$ cat src/rtl/ofdm_subcarrier_demapper.sv
// Splits FFT-shifted 64-bin OFDM symbols into a 48-carrier data stream and a
// 4-carrier pilot stream; null bins are dropped. Both outputs are registered.
module ofdm_subcarrier_demapper #(
  parameter int WIDTH = 32
) (
  input  logic             clk_i,
  input  logic             rst_ni,
  input  logic             sof_i,
  input  logic [WIDTH-1:0] i_tdata,
  input  logic             i_tlast,
  input  logic             i_tvalid,
  output logic             i_tready,
  output logic [WIDTH-1:0] d_tdata,
  output logic             d_tlast,
  output logic             d_tvalid,
  input  logic             d_tready,
  output logic [WIDTH-1:0] p_tdata,
  output logic             p_tlast,
  output logic             p_tvalid,
  input  logic             p_tready,
  output logic             align_err_o
);

  typedef enum logic [1:0] {
    CLS_NULL,
    CLS_DATA,
    CLS_PILOT
  } bin_class_e;

  logic [5:0] bin;
  logic [5:0] data_cnt;
  logic [1:0] pilot_cnt;
  logic       sof_q;
  logic       sof;
  logic       accept;
  bin_class_e bin_class;

  assign sof    = sof_i & ~sof_q;
  assign accept = i_tvalid & i_tready;

  // Guard bands sit at both ends of the shifted spectrum, DC at bin 32.
  always_comb begin
    // NOTE: default assignment first so no path leaves the variable unassigned (no latch).
    bin_class = CLS_DATA;
    if (bin <= 6'd5 || bin == 6'd32 || bin >= 6'd59)
      bin_class = CLS_NULL;
    else if (bin == 6'd11 || bin == 6'd25 || bin == 6'd39 || bin == 6'd53)
      bin_class = CLS_PILOT;
  end

  // Only the consumer that the current bin targets can stall the input.
  always_comb begin
    i_tready = 1'b0;
    if (!sof) begin
      unique case (bin_class)
        CLS_NULL:  i_tready = 1'b1;
        CLS_PILOT: i_tready = ~p_tvalid | p_tready;
        CLS_DATA:  i_tready = ~d_tvalid | d_tready;
        default:   i_tready = 1'b0;
      endcase
    end
  end

  // NOTE: sequential state uses non-blocking assignments so every register samples pre-edge values.
  always_ff @(posedge clk_i or negedge rst_ni) begin
    if (!rst_ni) begin
      sof_q       <= 1'b0;
      bin         <= '0;
      data_cnt    <= '0;
      pilot_cnt   <= '0;
      d_tdata     <= '0;
      d_tlast     <= 1'b0;
      d_tvalid    <= 1'b0;
      p_tdata     <= '0;
      p_tlast     <= 1'b0;
      p_tvalid    <= 1'b0;
      align_err_o <= 1'b0;
    end else begin
      sof_q <= sof_i;
      if (sof) begin
        bin         <= '0;
        data_cnt    <= '0;
        pilot_cnt   <= '0;
        d_tvalid    <= 1'b0;
        p_tvalid    <= 1'b0;
        align_err_o <= 1'b0;
      end else begin
        if (d_tvalid && d_tready) d_tvalid <= 1'b0;
        if (p_tvalid && p_tready) p_tvalid <= 1'b0;

        if (accept) begin
          unique case (bin_class)
            CLS_DATA: begin
              d_tdata  <= i_tdata;
              d_tlast  <= (data_cnt == 6'd47);
              d_tvalid <= 1'b1;
              data_cnt <= (data_cnt == 6'd47) ? 6'd0 : data_cnt + 6'd1;
            end
            CLS_PILOT: begin
              p_tdata   <= i_tdata;
              p_tlast   <= (pilot_cnt == 2'd3);
              p_tvalid  <= 1'b1;
              pilot_cnt <= pilot_cnt + 2'd1;
            end
            default: ;
          endcase

          // An early tlast realigns the carrier counters to the next symbol;
          // this must follow the loads above so the clear takes priority.
          if (i_tlast && bin != 6'd63) begin
            bin         <= '0;
            data_cnt    <= '0;
            pilot_cnt   <= '0;
            align_err_o <= 1'b1;
          end else if (!i_tlast && bin == 6'd63) begin
            bin         <= '0;
            align_err_o <= 1'b1;
          end else if (i_tlast) begin
            bin <= '0;
          end else begin
            bin <= bin + 6'd1;
          end
        end
      end
    end
  end

endmodule

$ cat config.mk
export PLATFORM = sky130hd
export DESIGN_NAME = ofdm_subcarrier_demapper
export DESIGN_NICKNAME = d
export VERILOG_FILES = /design/src/rtl/ofdm_subcarrier_demapper.sv
export SDC_FILE = /design/constraint.sdc
export NUM_CORES = 1
export LEC_CHECK = 0
export CAP_MARGIN = 20
export CORE_MARGIN = 5
export CORE_UTILIZATION = 30
export DETAILED_ROUTE_END_ITERATION = 6
export HOLD_SLACK_MARGIN = 0.1
export PLACE_DENSITY = 0.64
export SYNTH_ARGS = -nofsm -noshare
export SYNTH_HDL_FRONTEND = slang
export SYNTH_SLANG_ARGS = --single-unit
$ cat constraint.sdc
create_clock -name clk_i -period 2.7 [get_ports clk_i]
set_clock_uncertainty 0.1 [all_clocks]
set_input_delay 0.27 -clock clk_i [delete_from_list [all_inputs] [get_ports clk_i]]
set_output_delay 0.27 -clock clk_i [all_outputs]
set_load 0.01 [all_outputs]
==> results of run 1 <==
==> worst paths after layout <==
kind                                               from                       to  slack, ns  depth (start not counted)
worst max-delay path                 bin[0]$_DFFE_PN0P_       bin[5]$_DFFE_PN0P_       0.17                          8
worst min-delay path                             rst_ni       bin[4]$_DFFE_PN0P_       0.34                          2
worst max register to register       bin[0]$_DFFE_PN0P_       bin[5]$_DFFE_PN0P_       0.17                          8
worst min register to register  p_tdata[29]$_DFFE_PN0P_  p_tdata[29]$_DFFE_PN0P_       0.38                          1
max in group asynchronous                        rst_ni  p_tdata[12]$_DFFE_PN0P_       1.53                          3
min in group clk_i                                sof_i          sof_q$_DFF_PN0_       0.34                          1
==> metrics by stage <==
step / cells / total power, mW
2_1_floorplan: 281 / 1.663
3_3_place_gp: 557 / 2.042
3_5_place_dp: 557 / 2.057
4_1_cts: 574 / 3.550
5_1_grt: 574 / 3.667
6_report: 574 / 3.486
==> synth_stat cells, types with 2 or more instances <==
library cell	count	share of area
sky130_fd_sc_hd__o211a_1	3	0.0081
sky130_fd_sc_hd__dfrtp_1	84	0.56
sky130_fd_sc_hd__o21a_1	2	0.0040
sky130_fd_sc_hd__nand2_1	9	0.0091
sky130_fd_sc_hd__a21oi_1	3	0.0040
sky130_fd_sc_hd__nor2b_1	3	0.0050
sky130_fd_sc_hd__o21ai_1	6	0.0081
sky130_fd_sc_hd__clkbuf_1	3	0.0030
sky130_fd_sc_hd__nand4_1	2	0.0034
sky130_fd_sc_hd__and3_1	3	0.0050
sky130_fd_sc_hd__o311ai_1	3	0.0070
sky130_fd_sc_hd__inv_1	5	0.0050
sky130_fd_sc_hd__a221o_1	2	0.0054
sky130_fd_sc_hd__nand2b_1	3	0.0050
sky130_fd_sc_hd__a31oi_1	6	0.010
sky130_fd_sc_hd__o211ai_1	4	0.0081
sky130_fd_sc_hd__mux2_1	66	0.20
sky130_fd_sc_hd__nor3_1	8	0.011
sky130_fd_sc_hd__nand3_1	11	0.015
sky130_fd_sc_hd__o21ai_0	5	0.0067
sky130_fd_sc_hd__nor2_1	6	0.0060
sky130_fd_sc_hd__nor4_1	3	0.0050
sky130_fd_sc_hd__buf_2	9	0.012
sky130_fd_sc_hd__nor3b_1	2	0.0040
sky130_fd_sc_hd__ha_1	6	0.020
==> cell usage in the layout, fill, tap and decap left out, types with 3 or more instances in the layout <==
| cell type | instances |
|---|---|
| sky130_fd_sc_hd__bufinv_16 | 3 |
| sky130_fd_sc_hd__nand2_1 | 9 |
| sky130_fd_sc_hd__clkdlybuf4s50_1 | 106 |
| sky130_fd_sc_hd__mux2_1 | 66 |
| sky130_fd_sc_hd__buf_12 | 3 |
| sky130_fd_sc_hd__buf_4 | 11 |
| sky130_fd_sc_hd__nand2b_1 | 3 |
| sky130_fd_sc_hd__o211ai_1 | 4 |
| sky130_fd_sc_hd__ha_1 | 6 |
| sky130_fd_sc_hd__o21ai_1 | 6 |
| sky130_fd_sc_hd__o211a_1 | 3 |
| sky130_fd_sc_hd__o311ai_1 | 3 |
| sky130_fd_sc_hd__and3_1 | 3 |
| sky130_fd_sc_hd__nor2_1 | 6 |
| sky130_fd_sc_hd__nor3_1 | 8 |
| sky130_fd_sc_hd__nor2b_1 | 3 |
| sky130_fd_sc_hd__a31oi_1 | 6 |
| sky130_fd_sc_hd__a21oi_1 | 3 |
| sky130_fd_sc_hd__inv_1 | 5 |
| sky130_fd_sc_hd__nand3_1 | 11 |
| sky130_fd_sc_hd__o21ai_0 | 5 |
| sky130_fd_sc_hd__dfrtp_1 | 84 |
| sky130_fd_sc_hd__clkbuf_16 | 9 |
==> power by group through the flow <==
stage | sequential [mW] | clock [mW] | combinational (mW)
floorplan | 1.53 | 0 | 0.130
global placement | 1.47 | 0 | 0.568
detailed placement | 1.48 | 0 | 0.574
CTS | 1.46 | 1.51 | 0.580
global route | 1.48 | 1.57 | 0.615
finish | 1.46 | 1.46 | 0.568
==> state kept, by name, summed over array words and instances, names as in the netlist <==
| name | flops |
|---|---|
| sof_q | 1 |
| bin | 6 |
| p_tvalid | 1 |
| p_tdata | 32 |
| p_tlast | 1 |
| d_tlast | 1 |
| d_tdata | 32 |
| pilot_cnt | 2 |
| data_cnt | 6 |
| align_err_o | 1 |
| d_tvalid | 1 |
==> layer usage <==
layer  up-vias  share of wire  wire length [um]  global-route usage
met1      1412           0.40              3852              0.1623
met5         -              0                 0                   0
met4         0          0.020               195             0.05182
met3        16          0.085               826             0.05921
li1       1281              -                 -                   -
met2       113           0.50              4809              0.2280
==> final cells by class <==
cell class,instances,share of cell area
Clock buffer,11,0.04615
Clock inverter,5,0.01965
Inverter,5,0.003427
Multi-Input combinational cell,179,0.2860
Sequential cell,84,0.3838
Tap cell,168,0.03838
Timing Repair Buffer,122,0.2225
==> repair_timing <==
item	4_1_cts	5_1_grt
pin swaps	0	1
resized for setup	4	2
setup endpoints to repair	1	1
hold buffers	1	0
hold endpoints to repair	35	0
==> cells by family after synthesis <==
kind of cell	synth area share
DFF	0.5638
and+or+nand+nor	0.09161
adders and majority gates	0.02013
muxes	0.2023
AOI/OAI and AO/OA	0.09900
buffers and inverters	0.02315
==> run_results.csv, run 1 <==
group,metric,value,unit
placed_design,detailed_place.area,5094,um^2
timing,max_clock_freq,394.5,MHz
logic_synthesis,yosys_warnings,0,
cts,path_clk_slew,0.07,ns
timing,timing.final.max_slew_violations,0,
logic_synthesis,synth_cells,281,
timing,hold_violations,0,
logic_synthesis,syn_nets,326,
global_route,globalRouteOverflowTotal,0,
global_route,grt_pass1_vias,3135,
cts,insertion_delay_to_the_later_sink_of_the_worst_skew_pair,0.34,ns
power,power_per_standard_cell_area,636.5,nW/um^2
job,max_cap_violations,0,
power,p_leak,2.439,nW
logic_synthesis,async_reset_ff_frac,1.000,
worst_hold_path,min_delay_worst_type,"in -> async",
setup_path,worst_path_buffer_plus_inverter_count,2,
logic_synthesis,average_instance_area_after_synthesis,13.27,um^2
cts,cts_root_buf,"sky130_fd_sc_hd__clkbuf_16",
global_route,grt_start_max_net_pins,50,
logic_synthesis,synth_edf_count,0,
detailed_routing,totalWireLength,9683,um
logic_synthesis,synth.lib_cells_used.distinct,49,
placed_design,place.detailed.hpwl,6836,um
setup_path,crit_path_kind,"reg -> reg",
cts,ctsHtreeMaxLevel,3,
timing,timing.final.ws_setup,0.1651,ns
cells_and_area,post_route_cells_drive_above_1_share,0.1084,
power,switchingPower,0.7990,mW
detailed_routing,routedWlPerCell,16.87,um
logic_synthesis,synth.yosys.seq_area_share,0.5638,
detailed_routing,drtPass1Iterations,4,
cts,tritoncts.num_buffers,9,
power,power.share.switching,0.2292,
cells_and_area,num-fill-cells,1144,
timing,hold_ws,0.3394,ns
die,die_height,121.5,um
cts,cts_num_sinks,84,
setup_path,crit_chain,"inv_1 -> ha_1 -> or4b_4 -> a21oi_4 -> nor4_2 -> buf_4 -> or3_4 -> o41ai_2",
setup_path,critPathCaptureType,"flop",
detailed_routing,ant_nets,0,
global_route,grt_util_all_layers,0.1393,
logic_synthesis,post_synth_instance_area,3729,um^2
die,initial_utilization,0.3079,
power,peakVddDrop,0.0004270,V
global_route,grt_antenna_before_repair,0,
detailed_routing,routed-via-count,2822,
detailed_routing,final_routed_drc_violation_total,0,
cells_and_area,final_area,5477,um^2
die,chipWidth,121.5,um
setup_path,critical_path.max_stage_delay,0.48,ns
timing,summed_negative_setup_slack_over_all_endpoints,0,ns
timing,final_period_minus_worst_setup_slack,2.535,ns
die,core_area,12110,um^2
die,die-area,14760,um^2
timing,grt_setup_unrepaired,"no",
power,comb_power_share,0.163,
cells_and_area,utilization_after_layout,0.4522,
cells_and_area,syn_to_final_growth,46.88,%
setup_path,critical_path_arrival,2.67,ns
timing,relSlewSlack,0.6110,
cts,postCtsSetupBuffers,0,
run_status,run_status,"complete, no violations",
cells_and_area,antenna_diode_count,0,
cells_and_area,number_of_nets_in_the_layout,446,
die,ioPinCount,109,
setup_path,path_max_fanout,10,
global_route,grt_pass1_wl,16190,um
placed_design,portBuffers,108,
placed_design,place.gp.congestion,0.9256,
timing,finalSetupViolCount,0,
die,row_count,40,
setup_path,critical-path-slowest-cell,"sky130_fd_sc_hd__or4b_4",
logic_synthesis,ys.flop_type,"sky130_fd_sc_hd__dfrtp_1",
cts,tritoncts,"done",
setup_path,cp.required,2.83,ns
timing,worst_slew_pin_slew,0.5796,ns
timing,layout_worst_path_cycle_share,0.9389,
power,seq_power_share,0.419,
cells_and_area,multiInputGateArea,1567,um^2
logic_synthesis,ys_ff_latch,84,
cells_and_area,seqCellArea,2102,um^2
cts,clockBufferDepth,2,
detailed_routing,vias_per_cell,4.916,
setup_path,path_delay_family,"simple AND/OR/NAND/NOR gates",
power,power_report.internal_total,2.687,mW
detailed_routing,dr.first_iter.drc_count,99,
power,clkPwrFrac,0.419,
placed_design,place_ws,0.01031,ns
setup_path,cp-start-kind,"flop",
(Power assumes the default switching activity.)
==> inputs of run 2 (changes only) <==
- ABC_CLOCK_PERIOD_IN_PS: not set -> 2700
- CORE_UTILIZATION: 30 -> 45
- PLACE_DENSITY: 0.64 -> 0.86
==> run 2 against run 1 <==
Effect of this change:
- cell count decreased by 11%
- global-route usage rose by 4.5 points
- design area fell by 5.0%
- first-iteration DRC count increased by 23%
- utilization up 19 points
- via count decreased by 1.7%
- clock-buffer cell count stayed put
- die area fell by 31%
- sequential power barely moved
- sequential cell count unchanged
- worst setup slack better by 0.0033 ns
- maximum frequency grew 0.13%
==> run_results.csv, run 2 (synthesis gave the netlist of run 1 again) <==
group,metric,value,unit
run_status,run_status,"complete, no violations",
detailed_routing,ant_nets,0,
timing,hold_ws,0.1967,ns
placed_design,place.gp.congestion,0.9092,
cts,insertion_delay_to_the_later_sink_of_the_worst_skew_pair,0.33,ns
timing,grt_setup_unrepaired,"no",
worst_hold_path,min_delay_worst_type,"in -> async",
power,clkPwrFrac,0.282,
detailed_routing,routedWlPerCell,17.72,um
global_route,grt_start_max_net_pins,85,
timing,finalSetupViolCount,0,
power,peakVddDrop,0.0003677,V
timing,timing.final.max_slew_violations,0,
cts,postCtsSetupBuffers,0,
cts,path_clk_slew,0.09,ns
cells_and_area,num-fill-cells,613,
detailed_routing,final_routed_drc_violation_total,0,
die,die_height,101.0,um
cells_and_area,most_common_cell_after_layout_fill_and_taps_aside,"sky130_fd_sc_hd__clkdlybuf4s50_1",
cells_and_area,largestRegisters,"d_tdata (32), p_tdata (32)",
cells_and_area,number_of_nets_in_the_layout,444,
detailed_routing,dr.first_iter.drc_count,122,
timing,summed_negative_setup_slack_over_all_endpoints,0,ns
cts,clockBufferDepth,2,
die,die-area,10210,um^2
detailed_routing,vias_per_cell,5.452,
timing,worst_slew_pin_slew,0.5540,ns
setup_path,critPathCaptureType,"flop",
cells_and_area,syn_to_final_growth,39.53,%
cells_and_area,multiInputGateArea,1563,um^2
global_route,grt_util_all_layers,0.1840,
setup_path,crit_chain,"inv_2 -> ha_1 -> or4b_4 -> a21oi_4 -> nor4_1 -> buf_4 -> or3_4 -> o41ai_2",
cells_and_area,antenna_diode_count,0,
cts,tritoncts,"done",
timing,timing.final.ws_setup,0.1684,ns
global_route,globalRouteOverflowTotal,0,
detailed_routing,drtPass1Iterations,4,
setup_path,critical-path-slowest-cell,"sky130_fd_sc_hd__or4b_4",
die,chipWidth,101.0,um
timing,hold_violations,0,
power,power_report.internal_total,2.088,mW
global_route,grt_pass1_vias,2934,
timing,layout_worst_path_cycle_share,0.9376,
die,row_count,33,
global_route,grt_antenna_before_repair,0,
cells_and_area,final_cell_mix,"sky130_fd_sc_hd__clkdlybuf4s50_1, sky130_fd_sc_hd__dfrtp_1, sky130_fd_sc_hd__mux2_1",
die,initial_utilization,0.4584,
placed_design,place_ws,0.03017,ns
timing,max_clock_freq,395.0,MHz
die,ioPinCount,109,
placed_design,place.detailed.hpwl,6498,um
setup_path,cp.required,2.84,ns
setup_path,critical_path_arrival,2.67,ns
job,max_cap_violations,0,
cts,cts_root_buf,"sky130_fd_sc_hd__clkbuf_8",
detailed_routing,routed-via-count,2775,
cts,ctsHtreeMaxLevel,3,
setup_path,path_max_fanout,10,
cts,tritoncts.num_buffers,9,
power,comb_power_share,0.202,
detailed_routing,totalWireLength,9020,um
power,power.share.switching,0.2605,
timing,final_period_minus_worst_setup_slack,2.532,ns
power,seq_power_share,0.516,
cells_and_area,post_route_cells_drive_above_1_share,0.1015,
setup_path,critical_path.max_stage_delay,0.48,ns
die,core_area,8134,um^2
setup_path,crit_path_kind,"reg -> reg",
cts,cts_num_sinks,84,
timing,relSlewSlack,0.6282,
setup_path,cp-start-kind,"flop",
global_route,grt_pass1_wl,14720,um
power,switchingPower,0.7358,mW
placed_design,portBuffers,108,
power,power_per_standard_cell_area,542.9,nW/um^2
cells_and_area,seqCellArea,2102,um^2
power,p_leak,2.346,nW
## run 2: changes by cell type in the layout (fill, tap and decap cells not counted), sizes merged
cell / previous run / this run
clkinv: 2 / 3
bufinv: 3 / 0
clkinvlp: 0 / 1
inv: 5 / 6
buf: 14 / 12
## run 2: timing repair
| action | in CTS | in global routing |
|---|---|---|
| hold buffers | 1 | 0 |
| pin swaps | 0 | 1 |
| endpoints found under the hold margin | 84 | 0 |
| setup endpoints to repair | 1 | 2 |
| cloned | 0 | 0 |
| resized for setup | 2 | 4 |
## run 2: layout make-up
cell class / instances / share of cell area
multi-input cells: 179 / 0.3004
flip-flops and latches: 84 / 0.4040
repair buffers: 120 / 0.2328
well taps: 105 / 0.02525
clock inverters: 5 / 0.006734
inverters: 5 / 0.003608
clock buffers: 11 / 0.02718
## run 2: power by group through the flow
stage | clock [mW] | sequential (mW) | combinational, mW
floorplan | 0 | 1.53 | 0.130
global placement | 0 | 1.47 | 0.557
detailed placement | 0 | 1.48 | 0.572
CTS | 0.833 | 1.46 | 0.576
global route | 0.884 | 1.48 | 0.618
finish | 0.797 | 1.46 | 0.570
## run 2: final timing paths
| path | slack, ns | to | from | cells after the start |
|---|---|---|---|---|
| worst max-delay path | 0.17 | bin[5]$_DFFE_PN0P_ | bin[0]$_DFFE_PN0P_ | 8 |
| worst max register to register | 0.17 | bin[5]$_DFFE_PN0P_ | bin[0]$_DFFE_PN0P_ | 8 |
| worst min register to register | 0.39 | d_tdata[0]$_DFFE_PN0P_ | d_tdata[0]$_DFFE_PN0P_ | 1 |
| worst min-delay path | 0.20 | d_tdata[22]$_DFFE_PN0P_ | rst_ni | 2 |
| max in group asynchronous | 1.71 | d_tvalid$_DFF_PN0_ | rst_ni | 3 |
| min in group clk_i | 0.34 | sof_q$_DFF_PN0_ | sof_i | 1 |
## run 2: routing by layer
layer	GRT usage	wire (um)	vias up
met5	0	0	-
met4	0.05112	47	0
met3	0.06644	710	4
met2	0.3008	4564	83
met1	0.2308	3697	1408
li1	-	-	1280
## run 2: critical path: cells and delay by family (launching register included)
kind / cells / cell delay (ns)
adder cells (fa/ha/maj): 1 / 0.13
AND/OR/NAND/NOR: 3 / 1.00
buffers and inverters: 2 / 0.31
AO/OA/AOI/OAI: 2 / 0.46
flip-flops: 1 / 0.44
## run 2: per-stage QoR
| stage | power [mW] | area, um^2 | utilization | std cells |
|---|---|---|---|---|
| after global routing | 2.979 | 5202 | 0.6396 | 509 |
| after floorplan | 1.663 | 3729 | - | 281 |
| after detailed placement | 2.053 | 4980 | 0.6122 | 491 |
| after global placement | 2.027 | 4980 | 0.6122 | 491 |
| after CTS | 2.866 | 5171 | 0.6357 | 508 |
| final | 2.824 | 5202 | 0.6396 | 509 |
==> inputs of run 3 (changes only) <==
- GPL_ROUTABILITY_DRIVEN: not set -> 0
- RECOVER_POWER: not set -> 50
==> run 3 against run 2 <==
Effect of this change:
- critical path depth is 1 lower
- register-to-register slack worse by 0.07 ns
- highest routed layer unchanged
- cell count rose by 0.20%
- largest power group unchanged
- non-clock buffer count up 1
==> run_results.csv, run 3 (synthesis gave the netlist of run 1 again) <==
group,metric,value,unit
power,p_leak,2.427,nW
power,seq_power_share,0.517,
placed_design,detailed_place.area,4992,um^2
cts,tritoncts,"done",
die,initial_utilization,0.4584,
cells_and_area,final_cell_mix,"sky130_fd_sc_hd__dfrtp_1, sky130_fd_sc_hd__clkdlybuf4s50_1, sky130_fd_sc_hd__mux2_1",
timing,relSlewSlack,0.3798,
timing,timing.final.ws_setup,0.06301,ns
cts,cts_root_buf,"sky130_fd_sc_hd__clkbuf_8",
timing,finalSetupViolCount,0,
setup_path,critPathCaptureType,"output port",
detailed_routing,ant_nets,0,
detailed_routing,routedWlPerCell,17.61,um
global_route,busiest_metal_layer_after_global_routing,"met2",
cells_and_area,final_area,5230,um^2
worst_hold_path,min_delay_worst_type,"reg -> reg",
setup_path,cp-start-kind,"flop",
cells_and_area,post_route_cells_drive_above_1_share,0.1012,
cells_and_area,most_common_cell_after_layout_fill_and_taps_aside,"sky130_fd_sc_hd__dfrtp_1",
placed_design,place.detailed.hpwl,6455,um
detailed_routing,routed-via-count,2829,
timing,final_period_minus_worst_setup_slack,2.637,ns
cts,cts_num_sinks,84,
die,die-area,10210,um^2
power,power_per_standard_cell_area,537.6,nW/um^2
detailed_routing,totalWireLength,8981,um
detailed_routing,dr.first_iter.drc_count,100,
die,ioPinCount,109,
setup_path,critical-path-slowest-cell,"sky130_fd_sc_hd__or4b_4",
global_route,globalRouteOverflowTotal,0,
timing,timing.final.max_slew_violations,0,
cts,ctsHtreeMaxLevel,3,
power,peakVddDrop,0.0002828,V
placed_design,place_ws,0.04841,ns
detailed_routing,final_routed_drc_violation_total,0,
cells_and_area,syn_to_final_growth,40.27,%
cts,path_clk_slew,0.08,ns
detailed_routing,vias_per_cell,5.547,
global_route,grt_antenna_before_repair,0,
detailed_routing,drtPass1Iterations,5,
cts,clockBufferDepth,2,
timing,worst_slew_pin_slew,0.9304,ns
setup_path,critical_path_arrival,2.27,ns
setup_path,path_max_fanout,5,
power,comb_power_share,0.194,
setup_path,cp.required,2.33,ns
job,max_cap_violations,0,
power,power.share.switching,0.2565,
die,row_count,33,
setup_path,critical_path.max_stage_delay,0.48,ns
placed_design,portBuffers,108,
timing,hold_ws,0.3805,ns
placed_design,numPlacedInstances,491,
die,core_area,8134,um^2
cells_and_area,largestRegisters,"d_tdata (32), p_tdata (32)",
die,die_height,101.0,um
cells_and_area,antenna_diode_count,0,
die,chipWidth,101.0,um
setup_path,path_delay_family,"simple AND/OR/NAND/NOR gates",
setup_path,worst_path_buffer_plus_inverter_count,2,
global_route,met1_usage,0.2241,
global_route,grt_start_max_net_pins,85,
timing,layout_worst_path_cycle_share,0.9767,
power,power_report.internal_total,2.091,mW
cells_and_area,number_of_nets_in_the_layout,445,
cells_and_area,final_cell_count_no_fill,510,
cells_and_area,utilization_after_layout,0.6430,
power,clkPwrFrac,0.288,
global_route,grt_pass1_vias,2983,
power,switchingPower,0.7211,mW
global_route,grt_pass1_wl,14900,um
timing,max_clock_freq,379.2,MHz
cts,insertion_delay_to_the_later_sink_of_the_worst_skew_pair,0.34,ns
setup_path,crit_path_kind,"reg -> out",
setup_path,crit_chain,"inv_1 -> ha_1 -> or4b_4 -> a21oi_4 -> nor4_2 -> nor3_1 -> clkdlybuf4s15_2",
cts,tritoncts.num_buffers,9,
global_route,grt_util_all_layers,0.1848,
timing,hold_violations,0,
global_route,use_met2,0.3043,
global_route,grt_util_met3,0.06159,
run_status,run_status,"complete, no violations",
run 3: worst register-to-register path: cells and delay by family (launching register included):
family	cells	cell delay (ns)
simple gates	3	0.98
fa+ha+maj	1	0.16
compound gates	2	0.49
buf+inv	2	0.33
flops	1	0.44
run 3: metal layers:
metal | share of wire | up-vias
met4 | 0.017 | 0
met3 | 0.088 | 21
met5 | 0 | -
li1 | - | 1279
met2 | 0.49 | 133
met1 | 0.40 | 1396
run 3: per-stage QoR:
| step | power [mW] | setup TNS, ns |
|---|---|---|
| 4_1_cts | 2.874 | 0 |
| 3_5_place_dp | 2.053 | 0 |
| 6_report | 2.812 | 0 |
| 5_1_grt | 2.971 | -0.03976 |
| 3_3_place_gp | 2.026 | 0 |
| 2_1_floorplan | 1.663 | 0 |
run 3: final cells by class:
type,instances,area (um^2)
timing repair buffer,121,1235
multi-input combinational,179,1562
clock buffer,13,158.9
sequential,84,2103
clock inverter,3,21.27
fill,612,2904
inverter,5,18.77
tap,105,131.4
run 3: timing repair:
item,in CTS,in global routing
cloned,0,0
gates resized for setup,3,3
pin swaps,1,1
hold buffers,1,0
endpoints found under the hold margin,84,0
setup endpoints to repair,1,5
buffers inserted,0,1
run 3: power by group through the flow:
stage	logic [mW]	registers (mW)	clock network (mW)
finish	0.547	1.45	0.811
global route	0.595	1.47	0.902
CTS	0.576	1.46	0.841
detailed placement	0.571	1.48	0
global placement	0.556	1.47	0
floorplan	0.130	1.53	0
run 3: path summary, 6_finish.rpt:
check / start / to / slack, ns / cells past startpoint
worst max register to register: bin[0]$_DFFE_PN0P_ / bin[3]$_DFFE_PN0P_ / 0.10 / 8
worst min register to register: p_tdata[6]$_DFFE_PN0P_ / p_tdata[6]$_DFFE_PN0P_ / 0.38 / 1
worst min-delay path: p_tdata[6]$_DFFE_PN0P_ / p_tdata[6]$_DFFE_PN0P_ / 0.38 / 1
min in group asynchronous: rst_ni / d_tdata[14]$_DFFE_PN0P_ / 0.49 / 2
worst max-delay path: bin[0]$_DFFE_PN0P_ / i_tready / 0.06 / 7
max in group asynchronous: rst_ni / p_tdata[6]$_DFFE_PN0P_ / 1.26 / 3
